**src/rtl/lcd_nibble_writer.sv**
```systemverilog
// Character-LCD writer: accepts one byte per CPU handshake and sends it as two
// 4-bit nibble writes. Runs the power-up and 4-bit init sequence after reset.
module lcd_nibble_writer #(
  parameter int T_POWERUP = 750000,
  parameter int T_SETUP   = 2,
  parameter int T_EN      = 12,
  parameter int T_HOLD    = 1,
  parameter int T_NIBGAP  = 50,
  parameter int T_BYTE    = 2000,
  parameter int T_CLEAR   = 82000,
  parameter int T_INIT1   = 205000,
  parameter int T_INIT2   = 5000,
  parameter int CNT_W     = 20
) (
  input  logic       Clock,
  input  logic       Reset,
  input  logic [7:0] iData,
  input  logic       iRegisterSelect,
  input  logic       iData_Ready,
  output logic       oReadyForData,
  output logic       oLCD_Enabled,
  output logic       oLCD_RegisterSelect,
  output logic       oLCD_ReadWrite,
  output logic       oLCD_StrataFlashControl,
  output logic [3:0] oLCD_Data
);

  // Handshake: a byte is taken on the rising edge where iData_Ready and
  // oReadyForData are both 1; requests while oReadyForData is 0 are dropped.

  localparam logic [2:0] PWRUP = 3'd0;
  localparam logic [2:0] IDLE  = 3'd1;
  localparam logic [2:0] SETUP = 3'd2;
  localparam logic [2:0] PULSE = 3'd3;
  localparam logic [2:0] HOLD  = 3'd4;
  localparam logic [2:0] WAIT  = 3'd5;

  logic [2:0]       state;
  logic [CNT_W-1:0] counter;
  logic [CNT_W-1:0] stateLen;
  logic [CNT_W-1:0] waitLen;
  logic             done;

  // initIdx 0..3 walks the single init nibbles, 4..7 the config bytes.
  logic [2:0] initIdx;
  logic       inInit;
  logic       lowNib;
  logic [7:0] byteReg;
  logic       singleNib;
  logic       isClearCmd;
  logic [7:0] nextCfg;

  function automatic logic [7:0] cfgByte(input logic [1:0] idx);
    logic [7:0] b;
    case (idx)
      2'd0:    b = 8'h28;
      2'd1:    b = 8'h06;
      2'd2:    b = 8'h0C;
      default: b = 8'h01;
    endcase
    return b;
  endfunction

  assign singleNib  = inInit && !initIdx[2];
  assign isClearCmd = !oLCD_RegisterSelect && (byteReg == 8'h01 || byteReg == 8'h02);
  // From initIdx 3 the +1 wraps to config byte 0; from 4+k it selects byte k+1.
  assign nextCfg    = cfgByte(initIdx[1:0] + 2'd1);

  always_comb begin
    waitLen = CNT_W'(T_BYTE);
    if (singleNib) begin
      case (initIdx[1:0])
        2'd0:    waitLen = CNT_W'(T_INIT1);
        2'd1:    waitLen = CNT_W'(T_INIT2);
        default: waitLen = CNT_W'(T_BYTE);
      endcase
    end else if (!lowNib) begin
      waitLen = CNT_W'(T_NIBGAP);
    end else if (isClearCmd) begin
      waitLen = CNT_W'(T_CLEAR);
    end
  end

  always_comb begin
    stateLen = CNT_W'(1);
    case (state)
      PWRUP:   stateLen = CNT_W'(T_POWERUP);
      SETUP:   stateLen = CNT_W'(T_SETUP);
      PULSE:   stateLen = CNT_W'(T_EN);
      HOLD:    stateLen = CNT_W'(T_HOLD);
      WAIT:    stateLen = waitLen;
      default: stateLen = CNT_W'(1);
    endcase
  end

  assign done = (counter == stateLen - CNT_W'(1));

  assign oLCD_ReadWrite          = 1'b0;
  assign oLCD_StrataFlashControl = 1'b1;

  always_ff @(posedge Clock) begin
    if (!Reset) begin
      state               <= PWRUP;
      counter             <= '0;
      initIdx             <= 3'd0;
      inInit              <= 1'b1;
      lowNib              <= 1'b0;
      byteReg             <= 8'h00;
      oReadyForData       <= 1'b0;
      oLCD_Enabled        <= 1'b0;
      oLCD_RegisterSelect <= 1'b0;
      oLCD_Data           <= 4'h0;
    end else begin
      counter <= counter + CNT_W'(1);
      case (state)
        PWRUP: begin
          if (done) begin
            counter   <= '0;
            oLCD_Data <= 4'h3;
            state     <= SETUP;
          end
        end

        IDLE: begin
          counter <= '0;
          if (iData_Ready && oReadyForData) begin
            byteReg             <= iData;
            lowNib              <= 1'b0;
            oLCD_Data           <= iData[7:4];
            oLCD_RegisterSelect <= iRegisterSelect;
            oReadyForData       <= 1'b0;
            state               <= SETUP;
          end
        end

        SETUP: begin
          if (done) begin
            counter      <= '0;
            oLCD_Enabled <= 1'b1;
            state        <= PULSE;
          end
        end

        PULSE: begin
          if (done) begin
            counter      <= '0;
            oLCD_Enabled <= 1'b0;
            state        <= HOLD;
          end
        end

        HOLD: begin
          if (done) begin
            counter <= '0;
            state   <= WAIT;
          end
        end

        WAIT: begin
          if (done) begin
            counter <= '0;
            if (singleNib && initIdx != 3'd3) begin
              initIdx   <= initIdx + 3'd1;
              oLCD_Data <= (initIdx == 3'd2) ? 4'h2 : 4'h3;
              state     <= SETUP;
            end else if (singleNib || (inInit && lowNib && initIdx != 3'd7)) begin
              initIdx   <= initIdx + 3'd1;
              byteReg   <= nextCfg;
              lowNib    <= 1'b0;
              oLCD_Data <= nextCfg[7:4];
              state     <= SETUP;
            end else if (!lowNib) begin
              lowNib    <= 1'b1;
              oLCD_Data <= byteReg[3:0];
              state     <= SETUP;
            end else begin
              inInit        <= 1'b0;
              oReadyForData <= 1'b1;
              state         <= IDLE;
            end
          end
        end

        default: begin
          counter <= '0;
          state   <= PWRUP;
        end
      endcase
    end
  end

endmodule

```
**config.mk**
```make
export PLATFORM = sky130hd
export DESIGN_NAME = lcd_nibble_writer
export DESIGN_NICKNAME = d
export VERILOG_FILES = /design/src/rtl/lcd_nibble_writer.sv
export SDC_FILE = /design/constraint.sdc
export NUM_CORES = 1
export LEC_CHECK = 0
export BUFFER_PORTS_ARGS = -buffer_cell sky130_fd_sc_hd__buf_2
export CORE_MARGIN = 4
export CORE_UTILIZATION = 30
export CTS_CLUSTER_DIAMETER = 150
export DETAILED_ROUTE_END_ITERATION = 8
export MAX_ROUTING_LAYER = met4
export PLACE_DENSITY = 0.52
export SYNTH_ARGS = -nofsm -noshare
export SYNTH_HDL_FRONTEND = slang
export SYNTH_SLANG_ARGS = --single-unit
```
**constraint.sdc**
```tcl
create_clock -name Clock -period 5.7 [get_ports Clock]
set_clock_uncertainty 0.15 [all_clocks]
set_input_delay 1.71 -clock Clock [delete_from_list [all_inputs] [get_ports Clock]]
set_output_delay 1.71 -clock Clock [all_outputs]
set_load 0.03 [all_outputs]
```
==> results.ini, run 1 <==
[run_status]
status=completed

[synth]
syn_nets=377
yosys.cell_types.count=62
synth_top_family_by_area=simple AND/OR/NAND/NOR gates
synthMuxAreaShare=0.0218
synth_cells=357
yosys_warnings=0
synthXorXnorAreaFrac=0.0716
synth_top_area_share=0.306
synth-seq-area-share=0.306
synth_area_leader_cell=dfxtp_1
synthArstFlopShare=0
synth_edf_count=0
ys.flop_type=dfxtp_1
netlist_area_um2=2820
synth-seq-cells=43
avgSynthCellArea_um2=7.89
synth-compound-area-share=0.205
ys_top_cells_by_area=dfxtp_1 (31%), xor2_1 (5.3%), nor2_1 (5.2%)
synthSimpleGateAreaFrac=0.298
synth-adder-area-share=0.0356

[routing]
drt_wl_total_um=7120
num_vias=2526
drt-wirelength-per-cell_um=15.1
drtIter0Drc=178
antenna_left=0
via_per_inst=5.35
drc=0
drt-pass1-iter-count=4

[cts]
post-cts-setup-buffers=0
cts-resized-gates=0
worstSkewPairLatency_ps=300
clk_path_buf_depth=2
root_buffer=clkbuf_8
htree_levels=2
clkSlewWorstSetupHoldPaths_ps=90
cts_hold_buffers=0
tritoncts=yes
cts-buffers-inserted=5
cts_sinks=43

[final_layout]
instances_no_fill=472
final_nets=380
diodes=0
drive_above_1_share=0.102
area.growth.synth_to_final_pct=7.78
final_cell_area_um2=3030

[critical_path]
cp_slowest_cell=dfxtp_1
r2r_start=state[0]
critPathMaxStageDelay_ps=740
worstSetupPathType=flip-flop to flip-flop
crit_path_end_kind=flip-flop
worstSetupStartpoint=state[0]
crit_chain=nand3b_1, a21oi_1, o21ai_0, a2111oi_0, nand4_1, nor4b_2, nor3_1, a311oi_1
arrival_ps=4070
worstPathRequired_ps=5750
path_max_fanout=20
start_kind=flip-flop
r2r_setup_slack_ps=1680

[sta]
fin_crit_ps=4020
setup_viol=0
drv_slew=0
period_share=0.705
max_slew_margin=0.476
final.setup.tns_ps=0
tightestPinTransition_ps=784
grt_setup_unrepaired=no
hold_violations=0
max_clock_freq_mhz=249

[floorplan]
die_w_um=105
fp.dieH_um=105
core-area_um2=9200
rows=35
die_area_um2=11000
ios=21
initial_core_util=0.306

[placed_design]
portBuffers=18
place.gp.congestion=0.844
placed_area_um2=2950
post-place-cells=464
place_hpwl_um=5230

[global_route]
grt_max_degree=33
grt_usage=0.133
grt_pass1_vias=2366
antenna_found_initial=0
grt-ovfl-total=0
grt_pass1_wl_um=11900

[power]
power_leakage_uw=0.00108
power_density_nw_per_um2=172
p_total_uw=523
peakVddDrop_uv=81.1

[hold_path]
hp-class=flip-flop to flip-flop
min_from=oLCD_Enabled

[job]
drv_cap=0

-- layout make-up --
| type | instances | area (µm²) |
|---|---|---|
| multi-input combinational | 275 | 1790 |
| sequential | 43 | 861 |
| clock inverter | 1 | 5.00 |
| clock buffer | 7 | 76.3 |
| inverter | 14 | 52.6 |
| timing repair buffer | 21 | 113 |
| fill | 968 | 6160 |
| tap | 111 | 139 |
-- cell families after synthesis --
logic type | after synthesis
XOR/XNOR | 23
flip-flops | 43
buffers and inverters | 39
multiplexers | 6
adder cells (fa/ha/maj) | 8
other | 2
AND/OR/NAND/NOR | 156
AO/OA/AOI/OAI | 80
-- placed cells by master, fill, tap and decap left out, drive strengths merged, types with 8 or more instances in the layout --
cell / Yosys / final
nor3: 16 / 16
o21ai: 18 / 18
nand2: 24 / 24
and2: 11 / 11
nand4: 9 / 9
nor2: 39 / 39
xor2: 17 / 17
a21oi: 13 / 13
ha: 8 / 8
dfxtp: 43 / 43
nand3: 18 / 18
inv: 14 / 14
buf: 9 / 21
-- sequential cells by signal (all words and copies together), names as in the netlist --
register and cells:
counter 20, byteReg 8, oLCD_Data 4, initIdx 3
state 3, inInit 1, lowNib 1, oLCD_Enabled 1
oLCD_RegisterSelect 1, oReadyForData 1
-- synth_stat cells, types with 4 or more instances --
library cell  number
dfxtp_1           43
nor2_1            39
nand2_1           24
nand3_1           18
xor2_1            17
clkbuf_1          16
o21ai_0           16
nor3_1            15
inv_1             14
a21oi_1           13
and2_1            11
ha_1               8
nand4_1            8
o31ai_1            7
o211ai_1           6
xnor2_1            6
a311oi_1           5
and3_1             5
mux2i_1            5
nand3b_1           5
nor2b_1            5
o2bb2ai_1          5
or3_1              5
buf_2              4
buf_4              4
nand2b_1           4
-- final timing paths --
path                        to  cells after the start
setup / recovery    byteReg[2]                      8
hold / removal    oLCD_Enabled                      2
setup reg to reg    byteReg[2]                      8
hold reg to reg   oLCD_Enabled                      2
-- metal layers --
| metal | track usage | part of all wire | vias to the layer above |
|---|---|---|---|
| li1 | - | - | 1282 |
| met1 | 0.189 | 0.52 | 1203 |
| met2 | 0.196 | 0.45 | 33 |
| met3 | 0.0191 | 0.024 | 8 |
| met4 | 0.0403 | 0.014 | 0 |
| met5 | - | 0 | - |
-- critical path: cells and delay by family, from the launching register on --
kind | cells | cell delay (ps)
AOI/OAI and AO/OA | 4 | 1350
DFF | 1 | 740
and+or+nand+nor | 4 | 1670
-- power breakdown --
group,internal (µW),switching (µW)
combinational,8.60,13.9
sequential,302,5.11
clock,86.2,107
total,397,126
-- metrics by stage --
step,setup WS [ps],hold slack (ps),util
after floorplan,2150,331,-
after global placement,1790,348,0.321
after detailed placement,1700,362,0.321
after CTS,1740,387,0.330
after global routing,1500,409,0.330
final,1680,374,0.330
(Power assumes the default switching activity.)
==> inputs of run 2 (changes only) <==
--- a/config.mk
+++ b/config.mk
@@ -5,6 +5,7 @@
 export SDC_FILE = /design/constraint.sdc
 export NUM_CORES = 1
 export LEC_CHECK = 0
+export ABC_AREA = 1
 export BUFFER_PORTS_ARGS = -buffer_cell sky130_fd_sc_hd__buf_2
 export CORE_MARGIN = 4
 export CORE_UTILIZATION = 30
==> constraint.sdc (replaced) <==
create_clock -name Clock -period 3.9 [get_ports Clock]
set_clock_uncertainty 0.15 [all_clocks]
set_input_delay 1.17 -clock Clock [delete_from_list [all_inputs] [get_ports Clock]]
set_output_delay 1.17 -clock Clock [all_outputs]
set_load 0.03 [all_outputs]
==> run 2 against run 1 <==
Against the previous run:
- die area is 2.8% lower
- cell area is 0.82% lower
- core utilization is 1.2 points higher
- area after synthesis is 3.0% lower
- clock-buffer cell count is 1 lower
- sequential cell count stayed put
- largest cell class unchanged
==> results.ini, run 2 <==
[run_status]
status=completed  ; unchanged

[routing]
drt_wl_total_um=6380  ; was 7120 µm
num_vias=2592  ; was 2,526
via_per_inst=4.65  ; was 5.35
drc=0  ; unchanged
drt-pass1-iter-count=5  ; was 4
antenna_left=0  ; unchanged
drt-wirelength-per-cell_um=11.4  ; was 15.1 µm
drtIter0Drc=145  ; was 178

[cts]
root_buffer=clkbuf_8  ; unchanged
cts-resized-gates=0  ; unchanged
clkSlewWorstSetupHoldPaths_ps=90  ; about the same
cts_sinks=43  ; unchanged
clk_path_buf_depth=2  ; unchanged
cts_hold_buffers=0  ; unchanged
htree_levels=2  ; unchanged
post-cts-setup-buffers=0  ; unchanged
cts-buffers-inserted=5  ; unchanged
worstSkewPairLatency_ps=300  ; about the same
tritoncts=yes  ; unchanged

[synth]
synth_most_common_cell=nand2_1  ; was dfxtp_1
synth_edf_count=0  ; unchanged
synth_area_leader_cell=dfxtp_1  ; unchanged
synth-seq-area-share=0.315  ; was 0.306
synth-seq-cells=43  ; unchanged
syn_nets=452  ; was 377
yosys.cell_types.count=38  ; was 62
ys.flop_type=dfxtp_1  ; unchanged
synth_top_area_share=0.315  ; was 0.306
synth_cells=432  ; was 357
ys_top_cells_by_count=nand2_1 (114), nor2_1 (66), inv_1 (55), dfxtp_1 (43), nand3_1 (33)  ; was dfxtp_1 (43), nor2_1 (39), nand2_1 (24), nand3_1 (18), xor2_1 (17)
avgSynthCellArea_um2=6.32  ; was 7.89 µm²
synthArstFlopShare=0  ; unchanged
netlist_area_um2=2730  ; was 2820 µm²
yosys_warnings=0  ; unchanged
ys_top_cells_by_area=dfxtp_1 (32%), nand2_1 (16%), nor2_1 (9.1%)  ; was dfxtp_1 (31%), xor2_1 (5.3%), nor2_1 (5.2%)

[floorplan]
ios=21  ; unchanged
fp.dieH_um=103  ; was 105 µm
initial_core_util=0.310  ; was 0.306
die_w_um=103  ; was 105 µm
rows=34  ; was 35
core-area_um2=8810  ; was 9200 µm²
die_area_um2=10700  ; was 11,000 µm²

[power]
peakVddDrop_uv=167  ; was 81.1 µV
combPwrFrac=0.038  ; was 0.043
p_total_uw=783  ; was 523 µW
power_leakage_uw=0.00133  ; was 0.00108 µW
seqPwrFrac=0.568  ; was 0.587
switchingPower_uw=186  ; was 126 µW
power_density_nw_per_um2=260  ; was 172 nW/µm²
sw_frac_of_total=0.238  ; was 0.241
pwr-share-clk=0.394  ; was 0.370
internal_power_uw=596  ; was 397 µW

[sta]
max_slew_margin=0.501  ; was 0.476
final.setup.tns_ps=0  ; unchanged
tightestPinTransition_ps=739  ; was 784 ps
hold_violations=0  ; unchanged
max_clock_freq_mhz=351  ; was 249 MHz
drv_slew=0  ; unchanged
setup_viol=0  ; unchanged
grt_setup_unrepaired=no  ; unchanged
fin_crit_ps=2850  ; was 4020 ps
period_share=0.730  ; was 0.705

[final_layout]
largest_register_ffs=20  ; unchanged
final_cell_mix=nand2_1 (114), nor2_1 (66), inv_1 (55)  ; was dfxtp_1 (43), nor2_1 (39), nand2_1 (24)
reg_top3=counter (20), byteReg (8), oLCD_Data (4)  ; unchanged
final_nets=468  ; was 380
instances_no_fill=557  ; was 472
drive_above_1_share=0.102  ; about the same
area.growth.synth_to_final_pct=10.2  ; was 7.78%
fill_cells=975  ; was 968
final_common_cell=nand2_1  ; was dfxtp_1
regMostFlops=counter  ; unchanged
diodes=0  ; unchanged
seq_area_um2=861  ; unchanged
multi_input_area_um2=1590  ; was 1790 µm²

[global_route]
antenna_found_initial=0  ; unchanged
grt_max_degree=21  ; was 33
grt_pass1_vias=2397  ; was 2,366
grt-ovfl-total=0  ; unchanged
grt_pass1_wl_um=10900  ; was 11,900 µm
grt_usage=0.130  ; was 0.133

[hold_path]
hp-class=flip-flop to flip-flop  ; unchanged

[job]
drv_cap=0  ; unchanged

[placed_design]
place_hpwl_um=4900  ; was 5230 µm
place.gp.congestion=0.852  ; was 0.844
portBuffers=18  ; unchanged
post-place-cells=549  ; was 464

[critical_path]
worstPathRequired_ps=3950  ; was 5750 ps
path_max_fanout=12  ; was 20
crit_path_end_kind=flip-flop  ; unchanged
worstSetupPathType=flip-flop to flip-flop  ; unchanged
start_kind=flip-flop  ; unchanged
arrival_ps=2900  ; was 4070 ps

[run 2: area by class of cell]
cell class | instances | area share
inverters | 57 | 0.0719
multi-input cells | 320 | 0.527
clock buffers | 6 | 0.0274
repair buffers | 21 | 0.0374
flip-flops and latches | 43 | 0.286
well taps | 108 | 0.0449
clock inverters | 2 | 0.00541
[run 2: worst paths after layout]
| path | slack [ps] | startpoint | depth (start not counted) | to |
|---|---|---|---|---|
| min reg2reg | 330 | oReadyForData | 2 | oReadyForData |
| max reg2reg | 1050 | initIdx[0] | 19 | byteReg[6] |
| max | 1050 | initIdx[0] | 19 | byteReg[6] |
| min | 330 | oReadyForData | 2 | oReadyForData |
[run 2: through the flow]
stage	util	worst slack (ps)	instance area (µm²)	hold slack, ps
floorplan	-	1610	2730	296
global placement	0.330	1090	2910	307
detailed placement	0.330	1030	2910	318
CTS	0.342	1010	3010	333
global route	0.342	646	3010	353
finish	0.342	1050	3010	328
[run 2: routing by layer]
| layer | global-route usage | wire length (µm) | vias to the layer above |
|---|---|---|---|
| met3 | 0.0248 | 189 | 5 |
| met5 | - | 0 | - |
| li1 | - | - | 1405 |
| met2 | 0.206 | 2940 | 43 |
| met1 | 0.171 | 3200 | 1139 |
| met4 | 0.0299 | 48 | 0 |
[run 2: worst max-delay path, cell delays in order, from the launching register on]
cell and delay (ps):
dfxtp_1 390, inv_1 140, ha_1 220, inv_1 100
nand2_1 60, nand2_1 120, nor2_1 80, nor2_1 100
nand2_1 80, nand3_1 70, nand2_1 50, inv_1 40
nand2_1 50, nor2_1 100, nand3_1 80, buf_4 180
nand2_1 120, nand3_1 340, nand2_1 200, o22ai_1 80
[run 2: logic make-up after synthesis]
family | after synthesis | share of synthesized area
AND/OR/NAND/NOR | 255 | 0.414
buffers and inverters | 69 | 0.104
AO/OA/AOI/OAI | 47 | 0.101
flip-flops | 43 | 0.315
XOR/XNOR | 8 | 0.0257
adder cells (fa/ha/maj) | 8 | 0.0366
other | 2 | 0.00275
[run 2: power groups by stage]
stage          sequential, µW  combinational, µW  clock (µW)
2_1_floorplan             454               20.5           0
3_3_place_gp              455               29.3           0
3_5_place_dp              455               30.1           0
4_1_cts                   445               30.0         321
5_1_grt                   446               33.7         339
6_report                  445               29.3         309
